$ cat src/rtl/jtag_dtm_oversampled.sv
// jtag_dtm_oversampled: RISC-V 0.13 JTAG DTM clocked by clk, with TCK/TMS/TDI synchronised and oversampled
`timescale 1ns/1ps
module jtag_dtm_oversampled #(
    parameter logic [31:0] IDCODE_VAL = 32'h1E200A6D,
    parameter int ABITS = 6,
    parameter int SYNC_STAGES = 2
) (
    input  logic             clk,
    input  logic             rst,
    input  logic             jtag_TCK,
    input  logic             jtag_TMS,
    input  logic             jtag_TDI,
    output logic             jtag_TDO,
    output logic             dmi_req_valid,
    input  logic             dmi_req_ready,
    output logic [ABITS-1:0] dmi_req_addr,
    output logic [31:0]      dmi_req_data,
    output logic [1:0]       dmi_req_op,
    input  logic             dmi_resp_valid,
    output logic             dmi_resp_ready,
    input  logic [31:0]      dmi_resp_data,
    input  logic [1:0]       dmi_resp_op
);
    localparam int DW = ABITS + 34;

    typedef enum logic [3:0] {
        TLR, RTI, SEL_DR, CAP_DR, SH_DR, EX1_DR, PA_DR, EX2_DR, UPD_DR,
        SEL_IR, CAP_IR, SH_IR, EX1_IR, PA_IR, EX2_IR, UPD_IR
    } tap_t;

    tap_t state, state_next;
    logic [SYNC_STAGES-1:0][2:0] pin_sr;
    logic [2:0] pins;
    logic tck_d, rise, fall, rise_q, tms_q, tdi_q;
    logic [4:0] ir, ir_sh;
    logic [DW-1:0] dr_sh, dr_in, dmi_cap;
    logic [7:0] dr_len;
    logic [31:0] dtmcs_cap, resp_data_q;
    logic [1:0] resp_op_q, dmistat;
    logic sel_idcode, sel_dtmcs, sel_dmi;
    logic outstanding, sticky, busy, resp_hs, upd_dr;

    assign pins = pin_sr[SYNC_STAGES-1];
    assign rise = pins[2] & ~tck_d;
    assign fall = ~pins[2] & tck_d;

    // TMS/TDI are registered alongside the rise pulse so the TAP acts one cycle later on edge-time values
    always_ff @(posedge clk or posedge rst) begin
        if (rst) begin
            pin_sr <= '0;
            tck_d  <= 1'b0;
            rise_q <= 1'b0;
            tms_q  <= 1'b0;
            tdi_q  <= 1'b0;
        end else begin
            pin_sr <= {pin_sr[SYNC_STAGES-2:0], jtag_TCK, jtag_TMS, jtag_TDI};
            tck_d  <= pins[2];
            rise_q <= rise;
            tms_q  <= pins[1];
            tdi_q  <= pins[0];
        end
    end

    always_ff @(posedge clk or posedge rst) begin
        if (rst) state <= TLR;
        else     state <= state_next;
    end

    always_comb begin
        state_next = state;
        if (rise_q) begin
            case (state)
                TLR:    state_next = tms_q ? TLR    : RTI;
                RTI:    state_next = tms_q ? SEL_DR : RTI;
                SEL_DR: state_next = tms_q ? SEL_IR : CAP_DR;
                CAP_DR: state_next = tms_q ? EX1_DR : SH_DR;
                SH_DR:  state_next = tms_q ? EX1_DR : SH_DR;
                EX1_DR: state_next = tms_q ? UPD_DR : PA_DR;
                PA_DR:  state_next = tms_q ? EX2_DR : PA_DR;
                EX2_DR: state_next = tms_q ? UPD_DR : SH_DR;
                UPD_DR: state_next = tms_q ? SEL_DR : RTI;
                SEL_IR: state_next = tms_q ? TLR    : CAP_IR;
                CAP_IR: state_next = tms_q ? EX1_IR : SH_IR;
                SH_IR:  state_next = tms_q ? EX1_IR : SH_IR;
                EX1_IR: state_next = tms_q ? UPD_IR : PA_IR;
                PA_IR:  state_next = tms_q ? EX2_IR : PA_IR;
                EX2_IR: state_next = tms_q ? UPD_IR : SH_IR;
                UPD_IR: state_next = tms_q ? SEL_DR : RTI;
                default: state_next = TLR;
            endcase
        end
    end

    assign sel_idcode = ir == 5'h01;
    assign sel_dtmcs  = ir == 5'h10;
    assign sel_dmi    = ir == 5'h11;
    assign dr_len     = sel_dmi ? 8'(DW) : (sel_idcode | sel_dtmcs) ? 8'd32 : 8'd1;
    // TDI enters at the top of whichever register is selected; higher bits stay zero from capture
    assign dr_in      = {{(DW-1){1'b0}}, tdi_q} << (dr_len - 8'd1);
    assign dmistat    = sticky ? 2'd3 : resp_op_q;
    assign dtmcs_cap  = {14'b0, 2'b0, 1'b0, 3'd1, dmistat, 6'(ABITS), 4'd1};
    assign busy       = outstanding | sticky;
    assign dmi_cap    = {dmi_req_addr, resp_data_q, busy ? 2'd3 : resp_op_q};
    assign resp_hs    = dmi_resp_valid & outstanding;
    assign upd_dr     = rise_q & (state == UPD_DR);
    assign dmi_resp_ready = outstanding;

    always_ff @(posedge clk or posedge rst) begin
        if (rst) begin
            ir       <= 5'h01;
            ir_sh    <= '0;
            dr_sh    <= '0;
            jtag_TDO <= 1'b0;
        end else begin
            if (state == TLR) ir <= 5'h01;
            else if (rise_q) begin
                if (state == CAP_IR) ir_sh <= 5'b00001;
                if (state == SH_IR)  ir_sh <= {tdi_q, ir_sh[4:1]};
                if (state == UPD_IR) ir <= ir_sh;
                if (state == CAP_DR) dr_sh <= sel_dmi ? dmi_cap : sel_dtmcs ? DW'(dtmcs_cap) : sel_idcode ? DW'(IDCODE_VAL) : '0;
                if (state == SH_DR)  dr_sh <= (dr_sh >> 1) | dr_in;
            end
            if (fall && (state == SH_DR || state == SH_IR)) jtag_TDO <= (state == SH_IR) ? ir_sh[0] : dr_sh[0];
        end
    end

    // Later assignments take priority: a same-cycle response is retired before a DMI update is judged
    always_ff @(posedge clk or posedge rst) begin
        if (rst) begin
            dmi_req_valid <= 1'b0;
            dmi_req_addr  <= '0;
            dmi_req_data  <= '0;
            dmi_req_op    <= '0;
            resp_data_q   <= '0;
            resp_op_q     <= '0;
            outstanding   <= 1'b0;
            sticky        <= 1'b0;
        end else begin
            if (dmi_req_valid && dmi_req_ready) dmi_req_valid <= 1'b0;
            if (resp_hs) begin
                resp_data_q <= dmi_resp_data;
                resp_op_q   <= dmi_resp_op;
                outstanding <= 1'b0;
            end
            if (rise_q && state == CAP_DR && sel_dmi && busy) sticky <= 1'b1;
            if (upd_dr && sel_dtmcs && (dr_sh[16] || dr_sh[17])) begin
                sticky    <= 1'b0;
                resp_op_q <= 2'd0;
            end
            if (upd_dr && sel_dtmcs && dr_sh[17]) begin
                dmi_req_valid <= 1'b0;
                outstanding   <= 1'b0;
            end
            if (upd_dr && sel_dmi && (dr_sh[1:0] == 2'd1 || dr_sh[1:0] == 2'd2) && !(outstanding && !resp_hs) && !sticky) begin
                dmi_req_addr  <= dr_sh[DW-1:34];
                dmi_req_data  <= dr_sh[33:2];
                dmi_req_op    <= dr_sh[1:0];
                dmi_req_valid <= 1'b1;
                outstanding   <= 1'b1;
            end
            if (state == TLR) sticky <= 1'b0;
        end
    end
endmodule
$ cat config.mk
export PLATFORM = sky130hd
export DESIGN_NAME = jtag_dtm_oversampled
export DESIGN_NICKNAME = d
export VERILOG_FILES = /design/src/rtl/jtag_dtm_oversampled.sv
export SDC_FILE = /design/constraint.sdc
export NUM_CORES = 1
export LEC_CHECK = 0
export CAP_MARGIN = 20
export CORE_MARGIN = 2
export CORE_UTILIZATION = 55
export CTS_CLUSTER_DIAMETER = 30
export DETAILED_ROUTE_END_ITERATION = 7
export PLACE_DENSITY_LB_ADDON = 0.05
export SLEW_MARGIN = 20
export SYNTH_ARGS = -nofsm -noshare
export SYNTH_HDL_FRONTEND = slang
export SYNTH_SLANG_ARGS = --single-unit
$ cat constraint.sdc
create_clock -name clk -period 6.65 [get_ports clk]
set_input_delay 1.33 -clock clk [delete_from_list [all_inputs] [get_ports clk]]
set_output_delay 1.33 -clock clk [all_outputs]
set_load 0.05 [all_outputs]
==> metrics.log, run 1 <==
INFO  metric worstReg2RegStart = ir[4]$_DFFE_PP0P_
INFO  metric yosys_synthesis_warning_count = 0
INFO  metric syn2layout_area_growth = 21.9%
INFO  metric largest_net_degree_at_the_start_of_global_routing = between 90 and 100
INFO  metric synth_sequential_area_ratio = 0.558
INFO  metric timing.critical_path.slowest_cell_delay = 0.71 ns
INFO  metric htree_levels = 4
INFO  metric globalplace.congestion = ~0.8
INFO  metric cts_buffers = 17
INFO  metric layout.nets = ~630
INFO  metric clkSinkCount = between 100 and 150
INFO  metric dieHeight = between 100 and 150 um
INFO  metric clock_insertion_delay_worst_skew = between 0.4 and 0.5 ns
INFO  metric pwr_per_cell_area = roughly 310 nW/um2
INFO  metric nFillCells = 836
INFO  metric critPathKind = in2reg
INFO  metric number_of_cells_upsized_or_downsized_after_cts = 0
INFO  metric drv_slew = 0
INFO  metric wl = 13400 um
INFO  metric die_area = about 12000 um2
INFO  metric postSynthNetCount = roughly 560
INFO  metric r2r-end = dmi_req_data[5]$_DFFE_PP0P_
INFO  metric number_of_placement_rows = 39
INFO  metric holdPathStages = 0
INFO  metric timing.clock.skew = ~0.0088 ns
INFO  metric critical_path.top_delay_family = simple AND/OR/NAND/NOR gates
INFO  metric final_hold_viol_count = 0
INFO  metric grt_antenna_before_repair = 0
INFO  metric avgRoutedWirePerCell = 18.1 um
INFO  metric cts.path.max_buffers = 2
INFO  metric dp_hpwl = roughly 8400 um
INFO  metric grt_setup_unrepaired = no
INFO  metric p_leak = about 0.0037 uW
INFO  metric achievable-frequency = 0.311 GHz
INFO  metric floorplan.die.width = roughly 110 um
INFO  metric synth.distinct_cells = between 50 and 60
INFO  metric dr.first_iter.drc_count = approximately 240
INFO  metric first_pass_grt_wire_length = 22100 um
INFO  metric end_kind = flip-flop
INFO  metric max-cap-violations = 0
INFO  metric post-route-drc-count = 0
INFO  metric grt.overflow.total = 0
INFO  metric synth_top_flop_cell = sky130_fd_sc_hd__dfrtp_1
INFO  metric vdd.ir_drop.worst = ~0.00034 V
INFO  metric global_route.usage.total = 0.226
INFO  metric grt_pass1_vias = between 4000 and 5000
INFO  metric worst_setup_path_startpoint = dmi_resp_valid
INFO  metric hold_end = pins[1]$_DFF_PP0_
INFO  metric mostFrequentLayoutCell = sky130_fd_sc_hd__dfrtp_1
INFO  metric synth_enable_flop_cells = 0
INFO  metric finalCriticalPeriod = about 3.2 ns
INFO  metric cts-root-buf = sky130_fd_sc_hd__clkbuf_16
INFO  metric synth.cell_area = between 6000 and 7000 um2
INFO  metric critPathMaxFanout = 42
INFO  metric final_layout_size_suffix_gt1_frac = 0.195
INFO  metric number_of_primary_i_o_pins = 84
INFO  metric dr_total_vias = ~4300
INFO  metric crit_path_top_delay_cell = sky130_fd_sc_hd__nand3_4
INFO  metric most-common-layout-cells = 141 x sky130_fd_sc_hd__dfrtp_1, 83 x sky130_fd_sc_hd__clkdlybuf4s50_1, 56 x sky130_fd_sc_hd__nand2_1
INFO  metric antenna_cells = 0
INFO  metric drt_first_pass_iters = 5
INFO  metric max_slew_margin = 0.362
INFO  metric cts.clk_slew.worst_paths = approximately 0.050 ns
INFO  metric design.core.area = ~11000 um2
INFO  metric synth_area_per_cell = 12.2 um2
INFO  metric final.setup.worst_slack = ~3.4 ns
INFO  metric timing.critical_path.from_type = input pin
INFO  metric crit_path_cell_trace = clkdlybuf4s50_1 > nor2b_1 > nor3_1 > nand3_4 > mux2_4
INFO  metric cts_tree = yes
INFO  metric pre_cts_slack = approximately 3.0 ns
INFO  metric setup_viol = 0
INFO  metric total_power = about 2400 uW
INFO  metric setup_tns = 0 ns
INFO  metric netlist_instances = between 500 and 600
INFO  metric register_to_register_path_setup_slack = roughly 3.6 ns
INFO  metric outcome = finished, final reports clean
INFO  metric cts.hold.buffers_added = 0
INFO  metric rr_worst_depth = 4
INFO  metric period_share = 0.484
INFO  metric async_flop_share = 1.00
INFO  metric timing.critical_path.buf_inv = 1
INFO  metric avgViaCountPerCell = about 5.8
INFO  metric synth_seq_cells = about 140
INFO  metric number_of_port_buffers = 83
INFO  metric hold_class = reg2reg
INFO  metric worstHoldStart = pin_sr[1]$_DFF_PP0_
INFO  metric cp_data_required_time = a little under 7 ns
INFO  metric cts_setup_buffers = 0
INFO  metric initial_utilization = 0.561
INFO  metric critical_path_arrival = 3.52 ns
INFO  metric drtAntennaViolNets = 0
INFO  metric tightest_slew = approximately 0.96 ns
## synthesized netlist by cell type (all sizes together) (2+ instances only)
| cell type | count | share of area |
|---|---|---|
| nor2 | 7 | 0.0045 |
| nor2b | 14 | 0.014 |
| a211oi | 2 | 0.0024 |
| a221o | 16 | 0.025 |
| nand2 | 56 | 0.033 |
| nor3 | 14 | 0.012 |
| and2 | 11 | 0.011 |
| or4b | 2 | 0.0037 |
| mux2 | 73 | 0.15 |
| o22ai | 2 | 0.0029 |
| buf | 31 | 0.036 |
| nand2b | 2 | 0.0020 |
| nand4 | 2 | 0.0020 |
| inv | 6 | 0.0035 |
| o2bb2a | 2 | 0.0031 |
| and3b | 2 | 0.0027 |
| dfrtp | 141 | 0.55 |
| clkbuf | 14 | 0.0082 |
| and3 | 14 | 0.014 |
| o31ai | 2 | 0.0024 |
| o21ai | 42 | 0.033 |
| nor4 | 3 | 0.0053 |
| a21oi | 21 | 0.016 |
| nor4b | 3 | 0.0065 |
| nor3b | 2 | 0.0024 |
| or3 | 2 | 0.0020 |
| a31oi | 14 | 0.014 |
| nand3 | 5 | 0.0059 |
## routing by layer
layer | vias to the layer above | track usage | share of wire
met3 | 10 | 0.0572 | 0.055
li1 | 1996 | - | -
met1 | 2179 | 0.319 | 0.45
met2 | 102 | 0.342 | 0.48
met4 | 0 | 0.0823 | 0.011
met5 | - | 0 | 0
## per-stage QoR
step	hold WS, ns	util	std cells	cell area [um2]
detailed placement	0.339	0.629	708	7150
finish	0.352	0.683	739	7770
global placement	0.340	0.629	708	7150
global route	0.362	0.683	739	7770
floorplan	0.331	-	523	6370
CTS	0.356	0.683	739	7760
## report_power, final
part	switching [uW]	total [uW]	internal, uW
sequential	136	1080	948
combinational	207	372	165
clock	335	972	637
## how the worst max path moves through the flow
stage	slack (ns)	end	cells past startpoint
3_5_place_dp	2.99	dmi_req_data[5]$_DFFE_PP0P_	5
6_report	3.43	dmi_req_data[5]$_DFFE_PP0P_	5
2_1_floorplan	1.51	dmi_req_addr[0]$_DFFE_PP0P_	1
4_1_cts	3.44	dmi_req_data[5]$_DFFE_PP0P_	5
5_1_grt	3.36	dmi_req_addr[0]$_DFFE_PP0P_	5
3_3_place_gp	3.08	dmi_req_addr[0]$_DFFE_PP0P_	5
## flip-flops by register name, summed over array words and instances, names as in the netlist, 2 cells and up
register	flops
pins	3
dmi_req_op	2
resp_op_q	2
resp_data_q	32
state	4
ir_sh	5
dr_sh	40
ir	5
dmi_req_addr	6
pin_sr	3
dmi_req_data	32
## cells by family after synthesis
kind of cell    Yosys count  share of synthesized area
compound gates          110                      0.113
xor+xnor                  2                    0.00275
buf+inv                  51                     0.0475
flops                   142                      0.558
mux                      74                      0.153
simple gates            144                      0.126
## area by class of cell
cell class	instances	area, um2	area share
clock buffers	26	509	0.0656
clock inverters	5	103	0.0132
inverters	6	27.5	0.00354
multi-input cells	330	2530	0.326
flip-flops and latches	142	3550	0.458
well taps	143	179	0.0230
repair buffers	87	861	0.111
No activity file was read; power rests on OpenSTA's default activity.
==> inputs of run 2 (changes only) <==
- CORE_UTILIZATION: 55 -> 50
- clock period: 6.65 -> 2.66 ns (I/O delays scaled with it)
==> run 2 against run 1 <==
Design area up 2.6%. Final cell count up 6.1%. Critical path type is now reg2out. Non-clock buffer count up 15. Clock skew down 0.0033 ns. Clock power rose to 2.5 times the previous value. Flip-flop and latch count unchanged. Wire length up 3.7%. First-iteration DRC count up 6.0%. Critical path depth down 4. Via count up 1.2%. Highest routed layer unchanged. Die area up 9.6%.
==> metrics.log, run 2 (same netlist as run 1, synthesis figures left out) <==
INFO  metric outcome = finished, final reports clean (unchanged)
INFO  metric grt_setup_unrepaired = no (unchanged)
INFO  metric finalCriticalPeriod = between 2 and 2.5 ns
INFO  metric critPathKind = reg2out (was in2reg)
INFO  metric pwr_per_cell_area = 777 nW/um2 (was 313 nW/um2)
INFO  metric avgViaCountPerCell = 5.53 (was 5.80)
INFO  metric period_share = 0.863
INFO  metric most-common-layout-cells = 141 x sky130_fd_sc_hd__dfrtp_1, 83 x sky130_fd_sc_hd__clkdlybuf4s50_1, 56 x sky130_fd_sc_hd__nand2_1 (unchanged)
INFO  metric tightest_slew = 0.604 ns (was 0.957 ns)
INFO  metric grt.overflow.total = 0 (unchanged)
INFO  metric cts.hold.buffers_added = 0 (unchanged)
INFO  metric vdd.ir_drop.worst = 0.000581 V (was 0.000342 V)
INFO  metric cts_buffers = 17 (unchanged)
INFO  metric netSwitchingFraction = 0.282 (was 0.279)
INFO  metric grt_antenna_before_repair = 0 (unchanged)
INFO  metric dieHeight = 117 um (was 112 um)
INFO  metric antenna_cells = 0 (unchanged)
INFO  metric number_of_cells_upsized_or_downsized_after_cts = 0 (unchanged)
INFO  metric critical_path_depth = 1 (was 5)
INFO  metric post-route-cell-area = 7970 um2 (was 7770 um2)
INFO  metric net-switching-power = 1740 uW (was 678 uW)
INFO  metric setup_tns = 0 ns (unchanged)
INFO  metric avgRoutedWirePerCell = 17.7 um (was 18.1 um)
INFO  metric die_area = 13700 um2 (was 12500 um2)
INFO  metric critical_path.top_delay_family = buffers and inverters (was simple AND/OR/NAND/NOR gates)
INFO  metric cp_data_required_time = 2.13 ns (was 6.95 ns)
INFO  metric floorplan.die.width = 117 um (was 112 um)
INFO  metric post-route-util = 0.637 (was 0.683)
INFO  metric first_pass_grt_wire_length = 22500 um (was 22100 um)
INFO  metric dr_total_vias = 4337 (was 4287)
INFO  metric cts_tree = yes (unchanged)
INFO  metric achievable-frequency = 0.436 GHz
INFO  metric htree_levels = 4 (unchanged)
INFO  metric clkSinkCount = 142 (unchanged)
INFO  metric comb_power_share = 0.175 (was 0.153)
INFO  metric final.setup.worst_slack = 0.364 ns (was 3.43 ns)
INFO  metric holdPathStages = 0 (unchanged)
INFO  metric end_kind = output port (was flip-flop)
INFO  metric crit_path_cell_trace = clkdlybuf4s50_1 (was clkdlybuf4s50_1 > nor2b_1 > nor3_1 > nand3_4 > mux2_4)
INFO  metric pre_cts_slack = 0.404 ns (was 2.99 ns)
INFO  metric timing.critical_path.buf_inv = 1 (unchanged)
INFO  metric timing.critical_path.slowest_cell_delay = 0.86 ns (was 0.71 ns)
INFO  metric hold_class = reg2reg (unchanged)
INFO  metric largest_register = dr_sh (unchanged)
INFO  metric max-cap-violations = 0 (unchanged)
INFO  metric power.share.clock = 0.399 (was 0.400)
INFO  metric largest_registers = dr_sh (40), dmi_req_data (32), resp_data_q (32) (unchanged)
INFO  metric critical_path_arrival = 1.76 ns (was 3.52 ns)
INFO  metric p_leak = 0.00383 uW (was 0.00373 uW)
INFO  metric crit_path_top_delay_cell = sky130_fd_sc_hd__clkdlybuf4s50_1 (was sky130_fd_sc_hd__nand3_4)
INFO  metric rr_worst_depth = 5 (was 4)
INFO  metric flip_flop_count_of_the_largest_register_after_layout = 40 (unchanged)
INFO  metric cts_setup_buffers = 0 (unchanged)
INFO  metric design.core.area = 12500 um2 (was 11400 um2)
INFO  metric drtAntennaViolNets = 0 (unchanged)
INFO  metric p_int = 4450 uW (was 1750 uW)
INFO  metric dr.first_iter.drc_count = 249 (was 235)
INFO  metric timing.critical_path.from_type = flip-flop (was input pin)
INFO  metric final_hold_viol_count = 0 (unchanged)
INFO  metric initial_utilization = 0.509 (was 0.561)
INFO  metric cts.path.max_buffers = 2 (unchanged)
INFO  metric number_of_port_buffers = 83 (unchanged)
INFO  metric number_of_placement_rows = 41 (was 39)
INFO  metric layout.nets = 640 (was 625)
INFO  metric max_slew_margin = 0.597 (was 0.362)
INFO  metric critPathMaxFanout = 8 (was 42)
INFO  metric cts-root-buf = sky130_fd_sc_hd__clkbuf_16 (unchanged)
INFO  metric globalplace.congestion = 0.883 (was 0.806)
INFO  metric syn2layout_area_growth = 25.0% (was 21.9%)
INFO  metric wl = 13900 um (was 13400 um)
INFO  metric placedInstanceArea = 7350 um2 (was 7150 um2)
INFO  metric number_of_primary_i_o_pins = 84 (unchanged)
INFO  metric post-route-drc-count = 0 (unchanged)
INFO  metric global_route.usage.total = 0.217 (was 0.226)
INFO  metric post_layout_nonfiller_instances = 784 (was 739)
INFO  metric setup_viol = 0 (unchanged)
INFO  metric numPlacedInstances = 752 (was 708)
INFO  metric power.sequential.fraction = 0.426 (was 0.447)
INFO  metric cts.clk_slew.worst_paths = 0.06 ns (was 0.05 ns)
INFO  metric clock_insertion_delay_worst_skew = 0.41 ns (was 0.42 ns)
INFO  metric dp_hpwl = 9220 um (was 8360 um)
INFO  metric drt_first_pass_iters = 4 (was 5)
INFO  metric mostFrequentLayoutCell = sky130_fd_sc_hd__dfrtp_1 (unchanged)
INFO  metric timing.clock.skew = 0.00551 ns (was 0.00878 ns)
INFO  metric final_layout_size_suffix_gt1_frac = 0.221 (was 0.195)
INFO  metric drv_slew = 0 (unchanged)
INFO  metric largest_net_degree_at_the_start_of_global_routing = 95 (was 93)
INFO  metric grt_pass1_vias = 4400 (was 4220)
INFO  metric nFillCells = 1047 (was 836)
## run 2: cell types whose count changed in the layout (fill, tap and decap cells not counted), moves of 3 or more
| cell | previous run | this run |
|---|---|---|
| sky130_fd_sc_hd__buf_12 | 0 | 4 |
| sky130_fd_sc_hd__buf_4 | 4 | 15 |
| sky130_fd_sc_hd__clkbuf_1 | 4 | 1 |
| sky130_fd_sc_hd__clkbuf_8 | 5 | 2 |
| sky130_fd_sc_hd__clkinv_2 | 1 | 6 |
## run 2: layout make-up
cell class	count	area, um2	share of cell area
Tap cell	172	215	0.0270
Multi-Input combinational cell	330	2530	0.317
Sequential cell	142	3550	0.446
Timing Repair Buffer	102	1020	0.128
Clock buffer	20	457	0.0573
Inverter	6	26.3	0.00330
Clock inverter	12	166	0.0209
## run 2: power by group through the flow
stage / sequential [uW] / clock [uW] / combinational (uW)
detailed placement: 2670 / 0 / 1080
CTS: 2630 / 2510 / 1090
floorplan: 2550 / 0 / 886
global route: 2670 / 2620 / 1210
finish: 2640 / 2470 / 1080
global placement: 2660 / 0 / 1050
## run 2: metrics by stage
stage / hold slack [ns] / power, uW
floorplan: 0.331 / 3440
global placement: 0.333 / 3700
detailed placement: 0.335 / 3750
CTS: 0.348 / 6230
global route: 0.358 / 6500
finish: 0.348 / 6190
## run 2: per-layer routing
metal / GRT usage / wire, um / vias up
li1: - / - / 2027
met1: 0.304 / 6290 / 2173
met2: 0.341 / 6670 / 125
met3: 0.0515 / 709 / 12
met4: 0.0659 / 185 / 0
met5: 0 / 0 / -
## run 2: path summary, 6_finish.rpt
path / start / to / slack [ns]
setup / recovery: dmi_resp_ready$_DFFE_PP0P_ / dmi_resp_ready / 0.36
hold / removal: pins[0]$_DFF_PP0_ / tdi_q$_DFF_PP0_ / 0.35
setup reg to reg: state[3]$_DFFE_PP0P_ / dmi_req_data[28]$_DFFE_PP0P_ / 0.63
hold reg to reg: pins[0]$_DFF_PP0_ / tdi_q$_DFF_PP0_ / 0.35
max in group asynchronous: rst / dr_sh[24]$_DFFE_PP0P_ / 1.55
min in group asynchronous: rst / dr_sh[2]$_DFFE_PP0P_ / 0.63
==> inputs of run 3 (changes only) <==
- SKIP_CTS_REPAIR_TIMING: unset -> 1
==> results of run 3 <==
Final layout, timing and power as in run 2 (identical DEF).
